===== src/rtl/npc_pkg.sv =====
// Shared definitions for the NPC execution controller: FSM encoding and the
// architectural constants used at reset and for halt detection.
package npc_pkg;

   typedef enum logic [2:0] {
      ST_IDLE  = 3'd0,
      ST_FETCH = 3'd1,
      ST_WAIT  = 3'd2,
      ST_EXEC  = 3'd3,
      ST_HALT  = 3'd4
   } npc_state_t;

   localparam logic [31:0] RESET_PC    = 32'h8000_0000;
   localparam logic [31:0] EBREAK_INST = 32'h0010_0073;
   localparam logic [31:0] NOP_INST    = 32'h0000_0013;

endpackage


===== src/rtl/npc_perf_cnt.sv =====
// Cycle and retired-instruction counters for the NPC core (built only when
// NPC_CTRL_PERF_EN is defined). Both wrap naturally at 2^64.
module npc_perf_cnt (
   input  logic        clk,
   input  logic        rst,
   input  logic        cyc_en,
   input  logic        ret_en,
   output logic [63:0] cycle_cnt,
   output logic [63:0] instret_cnt
);

   always_ff @(posedge clk) begin
      if (!rst) begin
         cycle_cnt   <= 64'd0;
         instret_cnt <= 64'd0;
      end else begin
         if (cyc_en) cycle_cnt   <= cycle_cnt + 64'd1;
         if (ret_en) instret_cnt <= instret_cnt + 64'd1;
      end
   end

endmodule


===== src/rtl/npc_exec_ctrl.sv =====
// Multi-cycle fetch/execute sequencer for the NPC core; owns the PC and gates
// regfile writes. Optional performance counters under NPC_CTRL_PERF_EN.
//
// state | meaning
// IDLE  | one cycle after reset before the first fetch
// FETCH | request outstanding on the ifu request channel
// WAIT  | request accepted, waiting for the response
// EXEC  | single execute cycle for the latched instruction
// HALT  | stopped (ebreak or fault); only reset leaves
module npc_exec_ctrl
   import npc_pkg::*;
#(
   parameter logic [31:0] P_RESET_PC    = RESET_PC,
   parameter logic [31:0] P_EBREAK_INST = EBREAK_INST,
   parameter logic [31:0] P_NOP_INST    = NOP_INST
) (
   input  logic        clk,
   input  logic        rst,
   output logic        ifu_req_valid,
   output logic [31:0] ifu_req_addr,
   input  logic        ifu_req_ready,
   input  logic        ifu_rsp_valid,
   input  logic [31:0] ifu_rsp_inst,
   input  logic        ifu_rsp_err,
   output logic [31:0] inst,
   output logic [31:0] pc,
   input  logic [31:0] next_pc,
   input  logic        dec_reg_wen,
   output logic        rf_wen,
   output logic        ebreak_valid,
   output logic        halt,
   output logic        fault
`ifdef NPC_CTRL_PERF_EN
   ,
   output logic [63:0] cycle_cnt,
   output logic [63:0] instret_cnt
`endif
);

   npc_state_t state, state_nxt;
   logic       is_ebreak;
   logic       misaligned;
   logic       rsp_ok;
   logic       rsp_bad;

   assign is_ebreak    = (inst == P_EBREAK_INST);
   assign misaligned   = (next_pc[1:0] != 2'b00);
   assign rsp_ok       = (state == ST_WAIT) && ifu_rsp_valid && !ifu_rsp_err;
   assign rsp_bad      = (state == ST_WAIT) && ifu_rsp_valid && ifu_rsp_err;
   assign ifu_req_addr = pc;

   always_comb begin
      state_nxt     = state;
      ifu_req_valid = 1'b0;
      rf_wen        = 1'b0;
      ebreak_valid  = 1'b0;
      halt          = 1'b0;
      case (state)
         ST_IDLE:  state_nxt = ST_FETCH;
         ST_FETCH: begin
            ifu_req_valid = 1'b1;
            if (ifu_req_ready) state_nxt = ST_WAIT;
         end
         ST_WAIT: begin
            if (ifu_rsp_valid) state_nxt = ifu_rsp_err ? ST_HALT : ST_EXEC;
         end
         ST_EXEC: begin
            // ebreak wins over a misaligned next_pc: the PC is not advanced either way
            if (is_ebreak) begin
               ebreak_valid = 1'b1;
               state_nxt    = ST_HALT;
            end else if (misaligned) begin
               state_nxt = ST_HALT;
            end else begin
               rf_wen    = dec_reg_wen;
               state_nxt = ST_FETCH;
            end
         end
         ST_HALT:  halt = 1'b1;
         default:  state_nxt = ST_IDLE;
      endcase
   end

   always_ff @(posedge clk) begin
      if (!rst) begin
         state <= ST_IDLE;
         pc    <= P_RESET_PC;
         inst  <= P_NOP_INST;
         fault <= 1'b0;
      end else begin
         state <= state_nxt;
         if (rsp_ok) inst <= ifu_rsp_inst;
         if (state == ST_EXEC && !is_ebreak && !misaligned) pc <= next_pc;
         if (rsp_bad || (state == ST_EXEC && !is_ebreak && misaligned)) fault <= 1'b1;
      end
   end

`ifdef NPC_CTRL_PERF_EN
   npc_perf_cnt u_perf_cnt (
      .clk         (clk),
      .rst         (rst),
      .cyc_en      (!halt),
      .ret_en      ((state == ST_EXEC) && (is_ebreak || !misaligned)),
      .cycle_cnt   (cycle_cnt),
      .instret_cnt (instret_cnt)
   );
`endif

endmodule


===== config.mk =====
export PLATFORM = sky130hd
export DESIGN_NAME = npc_exec_ctrl
export DESIGN_NICKNAME = d
export VERILOG_FILES = /design/src/rtl/npc_pkg.sv /design/src/rtl/npc_perf_cnt.sv /design/src/rtl/npc_exec_ctrl.sv
export SDC_FILE = /design/constraint.sdc
export NUM_CORES = 1
export LEC_CHECK = 0
export CAP_MARGIN = 0
export CORE_MARGIN = 2
export CORE_UTILIZATION = 35
export DETAILED_ROUTE_END_ITERATION = 10
export GPL_TIMING_DRIVEN = 1
export HOLD_SLACK_MARGIN = 0.05
export PLACE_DENSITY = 0.75
export SLEW_MARGIN = 25
export SYNTH_ARGS = -nofsm -noshare
export SYNTH_HDL_FRONTEND = slang
export SYNTH_HIERARCHICAL = 1
export SYNTH_SLANG_ARGS = --single-unit

===== constraint.sdc =====
create_clock -name clk -period 2 [get_ports clk]
set_clock_uncertainty 0.1 [all_clocks]
set_input_delay 0.4 -clock clk [delete_from_list [all_inputs] [get_ports clk]]
set_output_delay 0.4 -clock clk [all_outputs]
set_load 0.05 [all_outputs]

* After elaboration in Yosys (flattened, before gate mapping) *
Cells that the tools add are included.

word-level totals
  register bits = 68
  input bits = 70
  output and inout bits = 101
  logic and storage cells = 38

cells by class
  equal/unequal tests = 7
  mux-type cells = 13
  bitwise operators = 1
  reductions and logical operators = 13

operator list
  cell                                                                number
  32-bit by 21-bit == test with 1-bit output (second input constant)  1
  3-bit 2-to-1 mux                                                    5
  3-bit one-hot mux with 5 select lines                               1
  1-bit 2-to-1 mux                                                    7
  3-bit by 2-bit == test with 1-bit output (second input constant)    2
  1-bit logical AND                                                   6
  2-bit inequality test (second input constant)                       2
  3-bit by 1-bit == test with 1-bit output (second input constant)    1
  3-bit == test (second input constant)                               1
  1-bit zero test                                                     3
  3-bit zero test                                                     1
  3-bit AND reduction                                                 1
  2-bit nonzero test                                                  1
  1-bit logical OR                                                    1
  1-bit NOT                                                           1

* Depth between registers and ports, before layout *
  word-level depth = 5
  mapped depth = 7

* Worst setup path before layout *
Ideal clock, no wire load.

  kind = register -> output
  from = reg inst[20]
  to = out ebreak_valid
  arrival time = 2.273 ns
  data required time = 1.500 ns
  path slack = -0.773 ns
  cell stages (with the launch flop) = 4
  path buffers = 0
  path through = dfxtp_1 nor4b_1 nand4_1 nor3_1

between the ends
  cells in the longest elaborated chain, start to end = 3

RTL lines
  what                                        line                 RTL
  from (decl)                                 npc_exec_ctrl.sv:25  output logic [31:0] inst,
  from (signal assigned)                      npc_exec_ctrl.sv:92  if (rsp_ok) inst <= ifu_rsp_inst;
  32-bit by 21-bit == test with 1-bit output  npc_exec_ctrl.sv:46  assign is_ebreak = (inst == P_EBREAK_INST);
  1-bit 2-to-1 mux                            npc_exec_ctrl.sv:69  if (is_ebreak) begin
  1-bit 2-to-1 mux                            npc_exec_ctrl.sv:58  case (state)
  to (decl)                                   npc_exec_ctrl.sv:30  output logic ebreak_valid,

No other way between the ends.

* Worst setup path in the final report *
  from = reg inst[16]
  to = out rf_wen

between the ends
  cells in the longest elaborated chain, start to end = 3

RTL lines
  what                                        line                 RTL
  32-bit by 21-bit == test with 1-bit output  npc_exec_ctrl.sv:46
  1-bit 2-to-1 mux                            npc_exec_ctrl.sv:69
  1-bit 2-to-1 mux                            npc_exec_ctrl.sv:58
  to (decl)                                   npc_exec_ctrl.sv:29  output logic rf_wen,

No other way between the ends.

==> flow_metrics.tcl <==
set metrics [dict create \
    cellPowerDensity_nw_per_um2 596 \
    grt_pass1_wl_um 12200 \
    htree_levels 3 \
    arrival_ns 1.68 \
    cp_top_family "simple AND/OR/NAND/NOR gates" \
    cts_tree "built" \
    fmax_ghz 0.459 \
    fillers 735 \
    first_iter_violations 66 \
    whs_ns 0.284 \
    dp_hpwl_um 6140 \
    gp_congestion 0.741 \
    grt.overflow.total 0 \
    finalCriticalPeriod_ns 2.18 \
    hold_violations 0 \
    fp.dieH_um 95.9 \
    final.period_utilization_pct 109 \
    numCtsBuffers 9 \
    maxSlewViolCount 0 \
    syn_nets 424 \
    dieArea_um2 9190 \
    worstMarginPinSlew_ns 0.566 \
    ys_seq_area_share_pct 46.1 \
    setup_viol 2 \
    slowest_delay_ns 0.35 \
    synth_area_um2 2950 \
    slowest_stage "dfxtp_2" \
    crit_path_cell_trace "nor4_4 -> nand4_1 -> buf_6 -> nor2_2 -> nor3_4 -> buf_4" \
    total_power_mw 2.91 \
    holdBufCountCts 0 \
    rsz0062_at_grt "true" \
    grt.total_usage_pct 17.0 \
    netlist_instances 354 \
    slew_headroom_pct 62.3 \
    die_width_um 95.9 \
    drc_errors 0 \
    core-area_um2 8220 \
    ios 171 \
    antenna_found_initial 0 \
    p_leak_nw 2.47 \
    grt_pass1_vias 2639 \
    num_rows 33 \
    area_growth_pct 65.2 \
    avgRoutedWirePerCell_um 13.6 \
    criticalPathCategory "reg -> out" \
    dr.pass1.iters 5 \
    finish.utilization_pct 59.4 \
    insertedDiodeCount 0 \
    clk_latency_ns 0.34 \
    syn_area_per_cell_um2 8.34 \
    cp-start-kind "flop" \
    wl_um 8340 \
    port_buffers 170 \
    violations "negative setup slack" \
    place_inst 593 \
    ant_nets 0 \
    layout_setup_ws_ns -0.179 \
    layoutNonFillerInstCount 615 \
    clkSinkCount 68 \
    yosys_warnings 6 \
    cts.clk_slew.worst_paths_ns 0.09 \
    drive_gt1_share_pct 22.4 \
    ys_ff_latch 68 \
    hold_path_class "in -> reg" \
    synth_cell_types 30 \
    clk_path_buf_depth 2 \
    viasPerCell 4.66 \
    num-nets-final 575 \
    ir_worst_vdd_mv 0.328 \
    num_vias 2865 \
    grt_max_degree 64 \
    fin_tns_setup_ns -0.346 \
    start_util_pct 36.0 \
    root_buffer "clkbuf_8" \
    cap_violations 0 \
    worst-path-buf-inv 2 \
    status "finished with violations" \
    path_max_fanout 3 \
    cp-end-kind "output port" \
    worst_ep_required_time_ns 1.50 \
]
flip-flops by register name, summed over array words and instances, names as in the netlist:
signal	count
fault	1
ifu_req_addr	32
inst	32
state	3
worst min-delay path, stage by stage:
cell and delay, ns:
buf_2 0.11, clkinv_1 0.10, nor3_1 0.06
cells in the final DEF, fill, tap and decap left out, types with 7 or more instances in the layout:
cell / instances
buf_4: 64
a21oi_1: 33
clkbuf_8: 9
dfxtp_1: 61
mux2i_1: 30
nand2_1: 124
dfxtp_2: 7
nor2_1: 8
clkdlybuf4s50_1: 68
dlygate4sd2_1: 45
per-layer routing:
layer / global-route usage [%] / vias to the layer above / routed length (um)
met4: 6.55 / 0 / 95
met2: 30.2 / 136 / 3990
met3: 6.66 / 12 / 907
met1: 18.0 / 1286 / 3350
li1: - / 1431 / -
met5: 0 / - / 0
stage by stage:
| step | setup WS, ns | cell area (um^2) |
|---|---|---|
| floorplan | -0.142 | 2990 |
| global placement | -0.00139 | 4530 |
| detailed placement | -0.0168 | 4530 |
| CTS | -0.224 | 4730 |
| global route | -0.243 | 4880 |
| finish | -0.179 | 4880 |
synthesized netlist by cell type, drive strengths merged:
cell     number  area (um^2)
and4b         1         10.0
nand3b        1         7.51
and3          2         12.5
nor4bb        1         10.0
dfxtp        68         1360
nand2b        1         13.8
nor4          5         31.3
nand4         2         12.5
inv           1         3.75
o31a          1         8.76
a2111oi       2         17.5
a31oi         1         6.26
or4b          1         13.8
clkbuf       11         41.3
nor3b         3         22.5
nand3         3         15.0
nor4b         2         23.8
mux2i        30          300
nand2       124          465
clkinv        1         3.75
a21oi        33          165
nor2          9         33.8
a211oi        1         7.51
buf          43          328
nor3          4         20.0
o21ai         3         18.8
layout make-up:
| class | count | area, um^2 | area share, % |
|---|---|---|---|
| clock buffers | 9 | 124 | 2.54 |
| clock inverters | 7 | 77.6 | 1.59 |
| inverters | 2 | 7.51 | 0.154 |
| multi-input cells | 230 | 1350 | 27.6 |
| flip-flops and latches | 68 | 1370 | 28.1 |
| well taps | 105 | 131 | 2.69 |
| repair buffers | 194 | 1820 | 37.4 |
kinds of logic after synthesis:
group / after synthesis / share of synthesized area (%)
simple gates: 159 / 23.4
flops: 68 / 46.1
buf+inv: 56 / 12.7
compound gates: 41 / 7.58
mux: 30 / 10.2
report_power, final:
| group | internal, mW | switching (mW) | leakage (nW) |
|---|---|---|---|
| sequential | 1.37 | 0.0180 | 0.551 |
| clock | 0.581 | 0.543 | 0.0994 |
| combinational | 0.207 | 0.187 | 1.82 |
what timing repair did:
action / 4_1_cts / 5_1_grt
setup buffers: 2 / 2
gates cloned: 0 / 2
pin swaps: 5 / 6
endpoints found under the setup margin: 50 / 34
gates resized for setup: 54 / 17
final timing paths:
path | from | to | slack, ns | cells past startpoint
setup / recovery | inst[16]$_SDFFE_PN0P_ | rf_wen | -0.18 | 6
hold / removal | rst | state[1]$_SDFFE_PN0P_ | 0.28 | 3
setup reg to reg | inst[16]$_SDFFE_PN0P_ | ifu_req_addr[28]$_SDFFE_PN0P_ | 0.07 | 8
hold reg to reg | ifu_req_addr[16]$_SDFFE_PN0P_ | ifu_req_addr[16]$_SDFFE_PN0P_ | 0.37 | 2
(Power assumes the default switching activity.)
